File: src/rtl/picoblaze_io_arbiter.sv
// picoblaze_io_arbiter: input-side event scheduler for a kcpsm6 core.
// Three requesters (start button, keyboard FIFO, RTC read-back) are presented
// to the processor one at a time through `interrupt` and a registered
// `in_port` mux.
// Optional build macro: IO_ARB_TIMEOUT_EN adds an IRQ/SERVE watchdog that
// abandons an event after ACK_TIMEOUT cycles.
// Ports:
//   clk, reset          clock, synchronous active-high reset
//   inicio              start button level (rising edge = one event)
//   key_valid/key_code  keyboard code strobe and data
//   rtc_valid/rtc_data  RTC byte pending (held until rtc_ack)
//   rtc_ack             one-cycle pulse, RTC byte consumed
//   port_id/read_strobe kcpsm6 INPUT bus
//   interrupt_ack       kcpsm6 interrupt acknowledge
//   in_port             registered read data (00 src, 01 payload, 02 status)
//   interrupt           interrupt request
//   busy                high whenever an event is in flight
module picoblaze_io_arbiter #(
  parameter int unsigned KEY_FIFO_DEPTH = 4,
  parameter int unsigned ACK_TIMEOUT    = 1023,
  parameter logic [7:0]  START_CODE     = 8'h02
) (
  input  logic       clk,
  input  logic       reset,
  input  logic       inicio,
  input  logic       key_valid,
  input  logic [7:0] key_code,
  input  logic       rtc_valid,
  input  logic [7:0] rtc_data,
  output logic       rtc_ack,
  input  logic [7:0] port_id,
  input  logic       read_strobe,
  input  logic       interrupt_ack,
  output logic [7:0] in_port,
  output logic       interrupt,
  output logic       busy
);

  localparam int unsigned AW = $clog2(KEY_FIFO_DEPTH);
  localparam int unsigned PW = AW + 1;

  localparam logic [1:0] ST_IDLE    = 2'd0;
  localparam logic [1:0] ST_IRQ     = 2'd1;
  localparam logic [1:0] ST_SERVE   = 2'd2;
  localparam logic [1:0] ST_RELEASE = 2'd3;

  localparam logic [1:0] SRC_START = 2'b01;
  localparam logic [1:0] SRC_KEY   = 2'b10;
  localparam logic [1:0] SRC_RTC   = 2'b11;

  localparam logic RR_KEY = 1'b0;
  localparam logic RR_RTC = 1'b1;

  logic [1:0]    state, state_nxt;
  logic [1:0]    src, grant_src;
  logic [7:0]    payload, grant_payload;
  logic          inicio_q, start_pend, start_edge;
  logic          ovf, tmo, last_rr;
  logic [PW-1:0] wr_ptr, rd_ptr, count;
  logic [7:0]    mem [KEY_FIFO_DEPTH];
  logic [7:0]    fifo_head;
  logic          fifo_empty, fifo_full, push, drop;
  logic          grant_start, grant_key, grant_rtc;
  logic          serve_done, timeout_hit, wdog_expired;
  logic          status_clr;
  logic [7:0]    in_port_nxt;

  assign count      = wr_ptr - rd_ptr;
  assign fifo_empty = (count == '0);
  assign fifo_full  = (count == PW'(KEY_FIFO_DEPTH));
  assign fifo_head  = mem[rd_ptr[AW-1:0]];
  // A pop in the same cycle frees the slot, so a push into a full FIFO is kept.
  assign push       = key_valid && (!fifo_full || grant_key);
  assign drop       = key_valid && fifo_full && !grant_key;
  assign start_edge = inicio && !inicio_q;
  assign status_clr = read_strobe && (port_id == 8'h02);

`ifdef IO_ARB_TIMEOUT_EN
  localparam int unsigned TW = $clog2(ACK_TIMEOUT + 1);
  logic [TW-1:0] wdog;

  // Watchdog: restarts on every state change, counts while IRQ/SERVE wait.
  always_ff @(posedge clk) begin
    if (reset) begin
      wdog <= '0;
    end else if (state_nxt != state) begin
      wdog <= '0;
    end else if (state == ST_IRQ || state == ST_SERVE) begin
      wdog <= wdog + TW'(1);
    end
  end

  assign wdog_expired = (wdog == TW'(ACK_TIMEOUT - 1));
`else
  logic unused_ack_timeout;
  assign unused_ack_timeout = ^32'(ACK_TIMEOUT);
  assign wdog_expired       = 1'b0;
`endif

  // Next-state, grant selection and completion detection.
  always_comb begin
    state_nxt     = state;
    grant_start   = 1'b0;
    grant_key     = 1'b0;
    grant_rtc     = 1'b0;
    grant_src     = src;
    grant_payload = payload;
    serve_done    = 1'b0;
    timeout_hit   = 1'b0;
    case (state)
      ST_IDLE: begin
        if (start_pend) begin
          grant_start   = 1'b1;
          grant_src     = SRC_START;
          grant_payload = START_CODE;
          state_nxt     = ST_IRQ;
        end else if (!fifo_empty && (!rtc_valid || last_rr == RR_RTC)) begin
          grant_key     = 1'b1;
          grant_src     = SRC_KEY;
          grant_payload = fifo_head;
          state_nxt     = ST_IRQ;
        end else if (rtc_valid) begin
          grant_rtc     = 1'b1;
          grant_src     = SRC_RTC;
          grant_payload = rtc_data;
          state_nxt     = ST_IRQ;
        end
      end
      ST_IRQ: begin
        if (interrupt_ack) begin
          state_nxt = ST_SERVE;
        end else if (wdog_expired) begin
          timeout_hit = 1'b1;
          state_nxt   = ST_RELEASE;
        end
      end
      ST_SERVE: begin
        if (read_strobe && port_id == 8'h01) begin
          serve_done = 1'b1;
          state_nxt  = ST_RELEASE;
        end else if (wdog_expired) begin
          timeout_hit = 1'b1;
          state_nxt   = ST_RELEASE;
        end
      end
      default: state_nxt = ST_IDLE;
    endcase
  end

  // Read mux, sampled from the current port address every cycle.
  always_comb begin
    in_port_nxt = 8'h00;
    case (port_id)
      8'h00:   in_port_nxt = {6'b0, src};
      8'h01:   in_port_nxt = payload;
      8'h02:   in_port_nxt = {ovf, tmo, busy, 5'(count)};
      default: in_port_nxt = 8'h00;
    endcase
  end

  // FIFO storage; contents are don't-care while the pointers say empty.
  always_ff @(posedge clk) begin
    if (push) begin
      mem[wr_ptr[AW-1:0]] <= key_code;
    end
  end

  // State, request latches, status flags and registered outputs.
  always_ff @(posedge clk) begin
    if (reset) begin
      state      <= ST_IDLE;
      src        <= 2'b00;
      payload    <= 8'h00;
      inicio_q   <= 1'b0;
      start_pend <= 1'b0;
      ovf        <= 1'b0;
      tmo        <= 1'b0;
      last_rr    <= RR_RTC;
      wr_ptr     <= '0;
      rd_ptr     <= '0;
      interrupt  <= 1'b0;
      busy       <= 1'b0;
      rtc_ack    <= 1'b0;
      in_port    <= 8'h00;
    end else begin
      state      <= state_nxt;
      src        <= grant_src;
      payload    <= grant_payload;
      inicio_q   <= inicio;
      // A fresh edge in the grant cycle is a new event, so set wins.
      start_pend <= start_edge || (start_pend && !grant_start);
      ovf        <= drop || (ovf && !status_clr);
      tmo        <= timeout_hit || (tmo && !status_clr);
      if (grant_key) begin
        last_rr <= RR_KEY;
      end else if (grant_rtc) begin
        last_rr <= RR_RTC;
      end
      if (push) begin
        wr_ptr <= wr_ptr + PW'(1);
      end
      if (grant_key) begin
        rd_ptr <= rd_ptr + PW'(1);
      end
      interrupt <= (state_nxt == ST_IRQ);
      busy      <= (state_nxt != ST_IDLE);
      // An abandoned RTC event is still acknowledged so the source moves on.
      rtc_ack   <= (src == SRC_RTC) && (serve_done || timeout_hit);
      in_port   <= in_port_nxt;
    end
  end

endmodule

File: config.mk
export PLATFORM = sky130hd
export DESIGN_NAME = picoblaze_io_arbiter
export DESIGN_NICKNAME = d
export VERILOG_FILES = /design/src/rtl/picoblaze_io_arbiter.sv
export SDC_FILE = /design/constraint.sdc
export NUM_CORES = 1
export LEC_CHECK = 0
export CORE_MARGIN = 10
export CORE_UTILIZATION = 25
export CTS_CLUSTER_DIAMETER = 120
export DETAILED_ROUTE_END_ITERATION = 12
export PLACE_DENSITY = 0.48
export SLEW_MARGIN = 5
export SYNTH_ARGS = -nofsm -noshare
export SYNTH_HDL_FRONTEND = slang
export SYNTH_SLANG_ARGS = --single-unit
File: constraint.sdc
create_clock -name clk -period 6.8 [get_ports clk]
set_input_delay 1.36 -clock clk [delete_from_list [all_inputs] [get_ports clk]]
set_output_delay 1.36 -clock clk [all_outputs]
set_load 0.02 [all_outputs]
After elaboration in Yosys (flattened, before gate mapping)

Memories as Yosys holds them, arrays and structs flattened. A register that Yosys moved wholly into a read port is not among the register bits.
Index checks and enable logic that the tools add are counted.

Mux-type cells: 30
Eq/ne operators: 7
Reductions and logical operators: 29
Add/sub/neg operators: 3

Operators by type and width:

| operator              | number |
|---|---|
| $mux W8               | 3 |
| $pmux W8 S3           | 1 |
| $mux W2               | 10 |
| $mux W1               | 15 |
| $logic_and A1 B1 Y1   | 11 |
| $eq A8 B1 Y1 const B  | 1 |
| $eq A8 B2 Y1 const B  | 1 |
| $logic_not A8 Y1      | 1 |
| $logic_not A1 Y1      | 7 |
| $add A3 B1 Y3 const B | 2 |
| $pmux W2 S3           | 1 |
| $eq A2 B1 Y1 const B  | 2 |
| $eq A2 B2 Y1 const B  | 2 |
| $logic_or A1 B1 Y1    | 4 |
| $reduce_bool A2 Y1    | 2 |
| $eq A3 B3 Y1 const B  | 1 |
| $logic_not A3 Y1      | 1 |
| $reduce_bool A3 Y1    | 1 |
| $sub A3 B3 Y3         | 1 |
| $logic_not A2 Y1      | 1 |
| $reduce_and A2 Y1     | 1 |

Bits in writable memories: 32
Word-level logic and storage cells: 84
Input bits: 31
Memories: 1
Output and inout port bits: 11
Flip-flop bits (word level): 34

Memory list:

| memory | words | bits a word | rd ports | clocked after memory_dff | write ports | line | RTL |
|---|---|---|---|---|---|---|---|
| mem    | 4     | 8           | 1        | 1                        | 1           | 60   | `logic [7:0] mem [KEY_FIFO_DEPTH];` |

Logic depth before layout (Yosys ltp)

Word-level depth: 11
Mapped depth: 9
Mapped depth without buffers: 8

Worst setup path after synthesis

OpenSTA, ideal clock, no wires.

Kind: input to register
Start point: input rtc_valid
End point: register wr_ptr[2]
Setup slack: 4330 ps
Stages: 4
Arrival: 2348 ps
Buffers on the path: 0
Cells stage by stage: nand2b_1 -> a211o_1 -> and3_4 -> mux2_4

Cells in the longest elaborated chain, start to end: 8

Ends and longest elaborated chain:

| item                 | line | RTL |
|---|---|---|
| from (decl)          | 28   | `input logic rtc_valid,` |
| $logic_not A1 Y1     | 117  | `end else if (!fifo_empty && (!rtc_valid \|\| last_rr == RR_RTC)) begin` |
| $logic_or A1 B1 Y1   | 117  |  |
| $logic_and A1 B1 Y1  | 117  |  |
| $mux W1              | 117  |  |
| $mux W1              | 112  | `if (start_pend) begin` |
| $mux W1              | 110  | `case (state)` |
| $logic_or A1 B1 Y1   | 73   | `assign push = key_valid && (!fifo_full \|\| grant_key);` |
| $logic_and A1 B1 Y1  | 73   |  |
| to (signal assigned) | 200  | `wr_ptr <= wr_ptr + PW'(1);` |
| to (decl)            | 59   | `logic [PW-1:0] wr_ptr, rd_ptr, count;` |

Every way passes these cells.
A chain may end at the register's enable or synchronous reset.

==> qor_table.md <==
| Step | Item | This run |
|:---|:---|:---|
| setup path | Worst path top cell family by delay | buffers and inverters |
| setup path | Element type at the critical path end | register |
| drt | Iter 0 DRT Violations | 97 |
| sta | Maximum achievable frequency | 318.7 MHz |
| clocking | Number of buffers created by CTS | 9 |
| synthesis | Net count after synthesis | 241 |
| setup path | Worst endpoint required time | 7030 ps |
| setup path | Crit path buf inv count | 2 |
| die | Row cnt | 38 |
| sta | Fin crit period | 3137 ps |
| drt | DRC violations left | 0 |
| synthesis | Proportion of netlist area held by the largest area contributor | 34.55% |
| synthesis | Number of warning messages in the yosys log | 0 |
| setup path | Worst path depth | 5 |
| pwr | Worst ir drop on vdd | 124.5 uV |
| cells and area | Fraction of final layout cells with drive strength greater than 1 | 13.33% |
| pwr | PD cells | 329.7 mW/mm^2 |
| clocking | Post-CTS Setup Bufs | 0 |
| flow run | Max Cap Violations | 0 |
| synthesis | Post-synthesis cell type with the largest combined area | sky130_fd_sc_hd__edfxtp_1 |
| die | Die width | 125.5 um |
| setup path | Beginning of the worst register-to-register path | wr_ptr[0] |
| setup path | Number of cells on the worst reg-to-reg path | 7 |
| clocking | Clock buffer depth | 2 |
| outcome | Run status | finished, final reports clean |
| die | Die height | 125.5 um |
| drt | TritonRoute pass-1 iters | 4 |
| cells and area | Filler cell count in the final layout | 1,112 |
| place | # placed instances | 379 |
| place | Standard cell area after detailed placement | 0.003347 mm^2 |
| min path | Path type of the worst min-delay path | register to register |
| drt | Routed len/inst | 15.30 um |
| synthesis | Gate Count Post-Synth | 203 |
| setup path | Worst setup path class | input port to register |
| global route | Number of global-route vias before repair | 1,888 |
| synthesis | Unique masters post-synth | 44 |
| setup path | Critical path capture point | payload[2] |
| clocking | CTS clock-pin slew for the worst setup and hold paths | 80 ps |
| global route | Wire length of the first global-routing pass | 9936 um |
| sta | Worst clock skew on the final layout | 11.34 ps |
| cells and area | Number of cells in the finished layout apart from fillers | 395 |
| setup path | Slack of the worst reg-to-reg path | 4140 ps |
| synthesis | Flip-flop and latch count after synthesis | 68 |
| drt | Via-per-instance ratio | 4.408 |
| clocking | Number of hold-repair buffers added at the cts stage | 0 |
| place | Routability cong. | 0.7774 |
| setup path | Max incr delay on CP | 1110 ps |
| clocking | Post_cts resized | 0 |
| pwr | Clock share of power | 29.2% |
| synthesis | Number of enable flip-flop cells after synthesis | 32 |
| sta | Endpoints failing setup | 0 |
| synthesis | Post-synthesis sequential area ratio | 60.46% |
| clocking | Clock tree from TritonCTS | done |
| die | Core footprint | 0.01089 mm^2 |
| sta | Total count of max-transition violations in the final report | 0 |
| cells and area | Total non-filler cell area in the finished layout | 0.003551 mm^2 |
| setup path | Kind of launch point of the worst setup path | input port |
| synthesis | Post-synth ARST share | 0% |
| setup path | Series of cell instances along the critical path | clkdlybuf4s50_1 -> inv_1 -> o2111ai_2 -> nor2b_1 -> a221o_1 |
| pwr | Share of power burned in registers | 46.4% |
| setup path | CP Data Arrival Time | 3370 ps |
| pwr | Final Power | 1171 uW |
| synthesis | Top_reg_cell synth | sky130_fd_sc_hd__dfxtp_1 |
| pwr | Internal power | 809.2 uW |
| drt | Total detailed-routing wirelength | 6045 um |
| cells and area | Area taken by multi-input logic gates | 0.001057 mm^2 |
| sta | Count of final hold-check violations | 0 |
| global route | Antenna violations before repair | 0 |
| synthesis | Most frequent cell after synthesis | sky130_fd_sc_hd__dfxtp_1 |
| clocking | Clock Latency Late Sink | 340 ps |
| pwr | Net switching power | 361.7 uW |
| cells and area | Sequential cell area | 0.001682 mm^2 |
| synthesis | Most frequent cells after synthesis | 36 x sky130_fd_sc_hd__dfxtp_1, 32 x sky130_fd_sc_hd__edfxtp_1, 18 x sky130_fd_sc_hd__nor2_1 |
| cells and area | Final antenna diode count | 0 |
| sta | Max transition margin | 34.84% |
| synthesis | Average cell area after synthesis | 13.70 um^2 |
| global route | Global-route usage over all layers | 7.953% |
| global route | Maximum number of pins on one net before global-route repair | 22 |
| place | Detailed placement HPWL | 4502 um |
| synthesis | Cells taking the most area after synthesis | sky130_fd_sc_hd__edfxtp_1 35%, sky130_fd_sc_hd__dfxtp_1 26%, sky130_fd_sc_hd__mux4_2 6.5%, sky130_fd_sc_hd__ha_1 2.7%, sky130_fd_sc_hd__nor2b_1 2.7% |
| pwr | Share of power burned in combinational logic | 24.4% |
| die | Die footprint | 0.01575 mm^2 |
| synthesis | Cell area after synthesis | 0.002781 mm^2 |
| die | Number of top-level design ports | 42 |
| sta | Unrepaired setup endpoints after global routing | false |
| setup path | Slowest cell on the critical path | sky130_fd_sc_hd__clkdlybuf4s50_1 |
| clocking | Number of sinks on the clock net | 68 |
| sta | Worst Tran Pin Value | 974.3 ps |
| sta | Sum Neg Setup Slack | 0 ps |
| clocking | CTS H-Tree Depth | 3 |
| pwr | Switching Fraction | 30.89% |
| place | PortBufs | 41 |
| setup path | Crit Path Max Fanout | 21 |
| cells and area | Area growth, synth to finish | 27.67% |
| drt | Via total after detailed routing | 1,741 |
| die | Effective utilization at floorplan | 25.55% |
| global route | Total grt overflow | 0 |
| pwr | Cell leakage power | 0.001244 uW |
| setup path | Crit. Startpoint | reset |
| cells and area | Final layout net count | 288 |
| sta | Final period utilization | 46.14% |
| setup path | FF-to-FF End | mem[0][1] |
| drt | Number of nets with antenna violations after detailed routing | 0 |
| sta | Post-route worst hold slack | 481.1 ps |
| clocking | CTS root buf | sky130_fd_sc_hd__clkbuf_8 |
[registers in the layout (all words and copies together) (netlist names), named ones only]
name / flops
start_pend: 1
tmo: 1
state: 2
wr_ptr: 3
ovf: 1
inicio_q: 1
last_rr: 1
rd_ptr: 3
src: 2
payload: 8
in_port: 8
interrupt: 1
rtc_ack: 1
busy: 1
mem: 32
[kinds of logic (layout without fill, tap and decap cells)]
group / Yosys count / in the layout / synth area share (%)
compound gates: 39 / 39 / 11.38
xor+xnor: 4 / 4 / 2.339
fa+ha+maj: 7 / 7 / 3.419
buf+inv: 11 / 63 / 1.529
flops: 68 / 68 / 60.46
mux: 12 / 12 / 8.097
simple gates: 62 / 62 / 12.78
[through the flow]
stage               util (%)  worst slack (ps)
finish                 32.61              3663
global route           32.61              3479
CTS                    32.61              3631
detailed placement     30.74              3256
global placement       30.74              3331
floorplan                  -              4330
[worst register-to-register path, stage by stage (launching register included)]
cell	delay, ps
sky130_fd_sc_hd__dfxtp_1	340
sky130_fd_sc_hd__inv_1	160
sky130_fd_sc_hd__ha_1	170
sky130_fd_sc_hd__inv_1	50
sky130_fd_sc_hd__fa_1	530
sky130_fd_sc_hd__nand2b_1	360
sky130_fd_sc_hd__a211o_1	250
sky130_fd_sc_hd__and3_1	470
[how the worst min path moves through the flow]
stage / cells past startpoint / startpoint / slack [ps] / to
floorplan: 1 / tmo / 440 / tmo
global placement: 1 / tmo / 480 / tmo
detailed placement: 1 / tmo / 470 / tmo
CTS: 1 / tmo / 490 / tmo
global route: 1 / tmo / 500 / tmo
finish: 1 / tmo / 480 / tmo
[cell type report]
cell class | count | share of cell area [%]
clock buffer | 9 | 3.488
clock inverter | 7 | 2.255
inverter | 6 | 0.6342
multi-input combinational | 124 | 29.77
sequential | 68 | 47.36
tap | 140 | 4.933
timing repair buffer | 41 | 11.56
[metal layers]
| metal | track usage, % | share of wire, % | wire [um] |
|---|---|---|---|
| met2 | 12.52 | 46 | 2810 |
| met5 | 0 | 0 | 0 |
| met4 | 3.659 | 1.2 | 74 |
| met3 | 2.831 | 5.7 | 347 |
| met1 | 9.495 | 47 | 2813 |
[cells in the final DEF, fill, tap and decap left out, drive strengths merged, types with 8 or more instances in the layout]
cell type	n
clkdlybuf4s50	41
dfxtp	36
edfxtp	32
nor2	19
nor2b	12
inv	10
a21oi	9
clkbuf	9
mux4	8
[power by group through the flow]
stage	Combinational [uW]	Clock, uW	Sequential, uW
floorplan	219	0	532
global placement	286	0	553
detailed placement	288	0	556
CTS	290	351	546
global route	318	373	554
finish	286	342	543
No activity file was read; power rests on OpenSTA's default activity.
